==> config.mk <==
export PLATFORM = sky130hd
export DESIGN_NAME = debug_mem_sequencer
export DESIGN_NICKNAME = d
export VERILOG_FILES = /design/src/rtl/debug_mem_sequencer.sv
export SDC_FILE = /design/constraint.sdc
export NUM_CORES = 1
export LEC_CHECK = 0
export CAP_MARGIN = 20
export CORE_ASPECT_RATIO = 1.5
export CORE_MARGIN = 5
export CORE_UTILIZATION = 42
export CTS_BUF_LIST = sky130_fd_sc_hd__clkbuf_4 sky130_fd_sc_hd__clkbuf_8 sky130_fd_sc_hd__clkbuf_16
export DETAILED_ROUTE_END_ITERATION = 8
export PLACE_DENSITY = 0.82
export SYNTH_ARGS = -nofsm -noshare
export SYNTH_HDL_FRONTEND = slang
export SYNTH_SLANG_ARGS = --single-unit
==> constraint.sdc <==
create_clock -name CPU_CLK -period 3.35 [get_ports CPU_CLK]
set_input_delay 0.8375 -clock CPU_CLK [delete_from_list [all_inputs] [get_ports CPU_CLK]]
set_output_delay 0.8375 -clock CPU_CLK [all_outputs]
set_load 0.005 [all_outputs]
==> src/rtl/debug_mem_sequencer.sv <==
// debug_mem_sequencer
// Drives the CPU debug memory ports. It can stream program/data images into
// each channel, zero every channel, hold the core in reset and then let it run,
// and read every word back out as a stream of dump records.
module debug_mem_sequencer #(
  parameter int WORDS      = 4096,
  parameter int CHANNELS   = 2,
  parameter int RST_HOLD   = 5,
  parameter int RUN_CYCLES = 200000
) (
  input  logic                   CPU_CLK,
  input  logic                   CPU_RST,
  input  logic                   start,
  input  logic [1:0]             mode,
  input  logic                   src_valid,
  output logic                   src_ready,
  input  logic [31:0]            src_data,
  input  logic                   src_last,
  output logic [CHANNELS*32-1:0] dbg_a2,
  output logic [31:0]            dbg_wd2,
  output logic [CHANNELS*4-1:0]  dbg_we2,
  input  logic [CHANNELS*32-1:0] dbg_rd2,
  output logic                   core_rst,
  output logic                   dump_valid,
  input  logic                   dump_ready,
  output logic [7:0]             dump_chan,
  output logic [31:0]            dump_addr,
  output logic [31:0]            dump_data,
  output logic                   busy,
  output logic                   done
);

  localparam int AW = (WORDS > 1) ? $clog2(WORDS) : 1;
  localparam int CW = (CHANNELS > 1) ? $clog2(CHANNELS) : 1;
  localparam logic [AW-1:0] LAST_WORD = AW'(WORDS - 1);
  localparam logic [CW-1:0] LAST_CHAN = CW'(CHANNELS - 1);
  localparam logic [31:0]   HOLD_LAST = 32'(RST_HOLD - 1);
  localparam logic [31:0]   RUN_LAST  = 32'(RUN_CYCLES - 1);

  typedef enum logic [3:0] {
    IDLE, LOAD, CLEAR, HOLD, RUN, DADDR, DWAIT, DOUT, DONE
  } stateType;

  typedef enum logic [1:0] {
    MODE_LOAD  = 2'b00,
    MODE_DUMP  = 2'b01,
    MODE_CLEAR = 2'b10,
    MODE_FULL  = 2'b11
  } modeType;

  stateType      state;
  modeType       modeReg;
  logic [CW-1:0] chanIdx;
  logic [AW-1:0] wordIdx;
  logic [31:0]   cycleCnt;
  logic [31:0]   wordAddr;
  logic [31:0]   chanRd;
  logic          accept;
  logic          lastWord;
  logic          lastChan;

  // The load handshake is refused while reset is high so no word is consumed
  // or written in a reset cycle.
  assign src_ready = (state == LOAD) && !CPU_RST;
  assign accept    = src_valid && src_ready;
  assign lastWord  = (wordIdx == LAST_WORD);
  assign lastChan  = (chanIdx == LAST_CHAN);
  assign wordAddr  = {{(30-AW){1'b0}}, wordIdx, 2'b00};
  assign busy      = (state != IDLE);
  assign done      = (state == DONE);

  // Select the read data of the channel currently being dumped.
  always_comb begin
    chanRd = '0;
    for (int c = 0; c < CHANNELS; c++) begin
      if (CW'(c) == chanIdx) chanRd = dbg_rd2[c*32 +: 32];
    end
  end

  // Memory port drive: only the active channel sees an address, and writes
  // happen in the same cycle a load word is accepted or on every clear cycle.
  always_comb begin
    dbg_a2  = '0;
    dbg_we2 = '0;
    dbg_wd2 = '0;
    for (int c = 0; c < CHANNELS; c++) begin
      if (CW'(c) == chanIdx && (state == LOAD || state == CLEAR || state == DADDR)) begin
        dbg_a2[c*32 +: 32] = wordAddr;
        if (!CPU_RST && ((state == LOAD && accept) || state == CLEAR))
          dbg_we2[c*4 +: 4] = 4'b1111;
      end
    end
    if (state == LOAD && accept) dbg_wd2 = src_data;
  end

  // Sequencer FSM with its counters, core reset control and dump record registers.
  always_ff @(posedge CPU_CLK) begin
    if (CPU_RST) begin
      state      <= IDLE;
      modeReg    <= MODE_LOAD;
      chanIdx    <= '0;
      wordIdx    <= '0;
      cycleCnt   <= '0;
      core_rst   <= 1'b1;
      dump_valid <= 1'b0;
      dump_chan  <= '0;
      dump_addr  <= '0;
      dump_data  <= '0;
    end else begin
      case (state)
        IDLE: begin
          if (start) begin
            modeReg  <= modeType'(mode);
            chanIdx  <= '0;
            wordIdx  <= '0;
            cycleCnt <= '0;
            case (modeType'(mode))
              MODE_DUMP:  state <= DADDR;
              MODE_CLEAR: state <= CLEAR;
              default:    state <= LOAD;
            endcase
          end
        end

        LOAD: begin
          if (accept) begin
            if (src_last || lastWord) begin
              wordIdx <= '0;
              if (lastChan) begin
                chanIdx <= '0;
                if (modeReg == MODE_FULL) begin
                  state    <= HOLD;
                  core_rst <= 1'b1;
                  cycleCnt <= '0;
                end else begin
                  state <= DONE;
                end
              end else begin
                chanIdx <= chanIdx + 1'b1;
              end
            end else begin
              wordIdx <= wordIdx + 1'b1;
            end
          end
        end

        CLEAR: begin
          if (lastWord) begin
            wordIdx <= '0;
            if (lastChan) begin
              chanIdx <= '0;
              state   <= DONE;
            end else begin
              chanIdx <= chanIdx + 1'b1;
            end
          end else begin
            wordIdx <= wordIdx + 1'b1;
          end
        end

        HOLD: begin
          if (cycleCnt == HOLD_LAST) begin
            state    <= RUN;
            core_rst <= 1'b0;
            cycleCnt <= '0;
          end else begin
            cycleCnt <= cycleCnt + 32'd1;
          end
        end

        RUN: begin
          if (cycleCnt == RUN_LAST) begin
            state    <= DADDR;
            cycleCnt <= '0;
            chanIdx  <= '0;
            wordIdx  <= '0;
          end else begin
            cycleCnt <= cycleCnt + 32'd1;
          end
        end

        DADDR: state <= DWAIT;

        DWAIT: begin
          dump_data  <= chanRd;
          dump_chan  <= 8'(chanIdx);
          dump_addr  <= wordAddr;
          dump_valid <= 1'b1;
          state      <= DOUT;
        end

        DOUT: begin
          if (dump_ready) begin
            dump_valid <= 1'b0;
            if (lastWord) begin
              wordIdx <= '0;
              if (lastChan) begin
                chanIdx <= '0;
                state   <= DONE;
              end else begin
                chanIdx <= chanIdx + 1'b1;
                state   <= DADDR;
              end
            end else begin
              wordIdx <= wordIdx + 1'b1;
              state   <= DADDR;
            end
          end
        end

        DONE: state <= IDLE;

        default: state <= IDLE;
      endcase
    end
  end

endmodule

== Yosys cells after proc, flatten, opt, wreduce, memory -nomap -nowiden ==
Index checks and enable logic that the tools add are counted.
Widths: inputs -> output; s select.

* Output and inout bits: 181
* Input bits: 104
* Word-level logic and storage cells: 114
* Bits in registers: 98

* Muxes and demuxes: 52
* Add/sub/neg operators: 3
* Eq/ne operators: 24
* Bitwise gates (word level): 1
* Reduce and logical (&&, ||, !) cells: 24

{| class="wikitable"
|+ Operator list
! operator !! number
|-
| $mux 32 || 9
|-
| $pmux 32 s4 || 1
|-
| $mux 12 || 6
|-
| $mux 4 || 15
|-
| $pmux 12 s5 || 1
|-
| $add 32x1->32 const B || 1
|-
| $eq 32x18->1 const B || 1
|-
| $eq 32x3->1 const B || 1
|-
| $pmux 4 s8 || 1
|-
| $mux 14 || 2
|-
| $reduce_and 6->1 || 3
|-
| $eq 4x3->1 const B || 4
|-
| $ne 2x2->1 const B || 8
|-
| $mux 1 || 13
|-
| $add 12x1->12 const B || 1
|-
| $eq 12x12->1 const B || 1
|-
| $reduce_and 9->1 || 1
|-
| $eq 4x2->1 const B || 2
|-
| $reduce_bool 4->1 || 2
|-
| $logic_and 1x1->1 || 6
|-
| $pmux 3 s2 || 1
|-
| $pmux 1 s5 || 1
|-
| $reduce_and 5->1 || 1
|-
| $reduce_bool 5->1 || 1
|-
| 13 further kinds || 21
|}

== Logic depth before layout (Yosys ltp) ==
* Word-level depth: 8
* Depth in mapped cells: 9
* Depth with buffers taken out: 7

== Worst setup path before layout ==
OpenSTA, ideal clock, no wires.

* Path type: input-to-output
* Start point: input port src_valid
* End point: output port dbg_we2[5]
* Stages on the path: 6
* Required time: 2.513 ns
* Arrival time: 1.859 ns
* Slack: 0.654 ns
* Buffers on the path: 2
* Path through: nor2b_1 and3_1 clkbuf_1 a31oi_1 and3b_1 buf_4

* Longest elaborated chain between the ends: 6

{| class="wikitable"
|+ RTL lines
! element !! line !! RTL
|-
| from (decl) || 15 || <nowiki>input logic src_valid,</nowiki>
|-
| $logic_and 1x1->1 || 65 || <nowiki>assign accept = src_valid && src_ready;</nowiki>
|-
| $logic_and 1x1->1 || 89 || <nowiki>if (!CPU_RST && ((state == LOAD && accept) || state == CLEAR))</nowiki>
|-
| $logic_or 1x1->1 || 89 ||
|-
| $logic_and 1x1->1 || 89 ||
|-
| $mux 4 || 89 ||
|-
| $mux 4 || 87 || <nowiki>if (CW'(c) == chanIdx && (state == LOAD || state == CLEAR || state == DADDR)) begin</nowiki>
|-
| to (decl) || 21 || <nowiki>output logic [CHANNELS*4-1:0] dbg_we2,</nowiki>
|}

Every way passes these cells.

== Worst setup path after layout ==
Same ends and word-level chain as after synthesis.

==> results <==
-- flip-flops by register name, indices dropped and copies added (netlist names), 2 cells and up --
name / flops
cycleCnt: 32
dump_data: 32
dump_addr: 12
wordIdx: 12
state: 4
modeReg: 2
-- cell families after synthesis --
kind of cell    count (synthesis)  share of synthesized area, %
xor+xnor                        3                         0.436
flops                          98                          32.5
mux                            38                          6.31
fa+ha+maj                       3                         0.622
buf+inv                       140                          13.7
simple gates                  312                          27.1
compound gates                161                          19.3
other cells                     1                        0.0622
-- power by group through the flow --
stage	combinational, mW	clock (mW)	sequential [mW]
2_1_floorplan	0.955	0	1.27
3_3_place_gp	1.40	0	1.31
4_1_cts	1.43	1.15	1.29
5_1_grt	1.58	1.20	1.31
3_5_place_dp	1.41	0	1.31
6_report	1.46	1.14	1.30
-- layer usage --
| metal | track usage [%] | vias to the layer above | part of all wire (%) |
|---|---|---|---|
| met2 | 38.8 | 281 | 52 |
| met4 | 7.94 | 0 | 2.5 |
| li1 | - | 2976 | - |
| met5 | 0 | - | 0 |
| met3 | 5.86 | 28 | 8.7 |
| met1 | 23.2 | 2811 | 36 |
-- Yosys cell counts (all sizes together) (14+ instances only) --
master,count,area [um2]
nor2,65,244
mux2i,38,380
nand4,17,106
and2,51,319
buf,86,622
nand3,26,143
and3,22,138
a211oi,35,263
nor3,18,90.1
o21ai,18,93.8
a21oi,33,165
a31oi,14,87.6
dfxtp,98,1960
clkbuf,41,154
nand2,64,240
-- final timing paths --
path	slack, ns	end	depth (start not counted)	from
min reg2reg	0.46	dump_addr[11]$_SDFFE_PP0P_	2	dump_addr[11]$_SDFFE_PP0P_
max	0.07	dbg_we2[5]	7	src_valid
max reg2reg	0.49	cycleCnt[23]$_SDFFE_PP0P_	7	wordIdx[1]$_SDFFE_PP0P_
min	0.46	dump_addr[11]$_SDFFE_PP0P_	2	dump_addr[11]$_SDFFE_PP0P_
-- through the flow --
stage | hold WS [ns] | instance area, um2
6_report | 0.455 | 8610
5_1_grt | 0.477 | 8610
4_1_cts | 0.456 | 8480
3_5_place_dp | 0.446 | 8130
3_3_place_gp | 0.441 | 8130
2_1_floorplan | 0.453 | 6280
-- area by class of cell --
cell class / instances / area (um2)
Fill cell: 1211 / 5450
Multi-Input combinational cell: 584 / 3530
Timing Repair Buffer: 246 / 2500
Sequential cell: 98 / 1960
Tap cell: 192 / 240
Clock buffer: 9 / 225
Clock inverter: 7 / 100
Inverter: 13 / 48.8
-- timing repair --
| action | CTS | global route |
|---|---|---|
| endpoints found under the setup margin | 42 | 47 |
| pin swaps | 0 | 0 |
| buffers inserted | 1 | 1 |
| cloned | 0 | 1 |
| resized for setup | 17 | 35 |
-- worst min-delay path, delay by kind of cell, from the launching register on --
kind | cells | cell delay, ns
AOI/OAI and AO/OA | 1 | 0.05
and+or+nand+nor | 1 | 0.05
DFF | 1 | 0.31
==> results.txt <==
fmax: 305 MHz
GP Congestion: 0.882
Placed Cells incl. Taps: 1130
# port buffers: 217
root buf cell: clkbuf_16
Rows: 53
Top FF cell, synth: dfxtp_1
Nets: 1059
number of detailed-route iterations in the first pass: 5
I/O pins: 285
DIE HEIGHT: 157 um
Vias: 6096
Clk pwr share: 29.2%
drt total wl: 19100 um
Place WS: -0.205 ns
crit path buf inv count: 3
DRC: 0
Sink Count: 98
crit end category: primary output
Req. time, crit path: 2.51 ns
CP Max Fanout: 3
CTS Buf Count: 9
worst min-delay path class: reg -> reg
cts hold-fix bufs: 0
Core Util, Final: 61.2%
Area growth syn-to-layout: 42.8%
slowest cell on the critical path: clkdlybuf4s50_1
Critical Path AT: 2.44 ns
Post-Synthesis Cell Area: 6030 um2
Final WS setup: 0.0738 ns
most frequent cells in the layout: clkdlybuf4s50_1, dfxtp_1, conb_1
setup TNS: 0 ns
RSZ-0062 raised after global routing: false
Detail Placement HPWL: 13800 um
first-pass GRT wire length: 29300 um
worst-margin pin slew: 0.997 ns
Max VDD drop: 0.000375 V
pin count of the biggest net entering global routing: 93
critical-path cell list: clkdlybuf4s50_1 -> nor2b_4 -> and3_4 -> a31oi_4 -> and3b_2 -> buf_4 -> dlygate4sd2_1
clk_lat worst skew: 0.35 ns
Detail Route Antenna Nets: 0
Overflow after GRT: 0
Global Route Usage Sum: 21.3%
antenna cells: 0
syn avg cell area: 7.98 um2
Crit path largest cell delay: 0.40 ns
EDFF count, synth: 0
Layout Cells excl Fill: 1149
final setup violation count: 0
P_sw: 1.36 mW
commonest non-fill, non-tap cell in the layout: clkdlybuf4s50_1
wire per inst: 16.6 um
initial antenna violation count: 0
Via-to-Cell Ratio: 5.31
CTS max path bufs: 2
Design Power: 3.90 mW
Slew Limit Headroom: 33.5%
P_leak: 3.75 nW
Power Dens Cells: 453 nW/um2
Mapped Cells: 756
cell-internal power: 2.54 mW
sw frac: 34.8%
status: finished clean
Yosys Warn Count: 0
ys async rst share: 0%
Yosys reg bits: 98
DIE WIDTH: 108 um
die area: 16900 um2
Critical Path Start Type: primary input
initial DRC count: 393
max-cap check violation count: 0
synth unique cells: 67
H-tree Lvls: 3
CTS tree: built
Initial Utilization: 42.9%
period utilization: 97.8%
Comb pwr share: 37.4%
clk slew on worst S/H paths: 0.07 ns
layout cells sized above 1: 6.90%
core area: 14100 um2
Worst Skew: 0.00834 ns
final hold violation count: 0
Worst path top cell family by delay: buffers and inverters
Seq/Total Area, Yosys: 32.5%
vias in the first global route: 5873
Final Max Slew Viols: 0
Flop pwr share: 33.4%
WS Path Type: in -> out
Min Clock Period, post-route: 3.28 ns
Note: power is estimated with default switching activity, not from simulation.
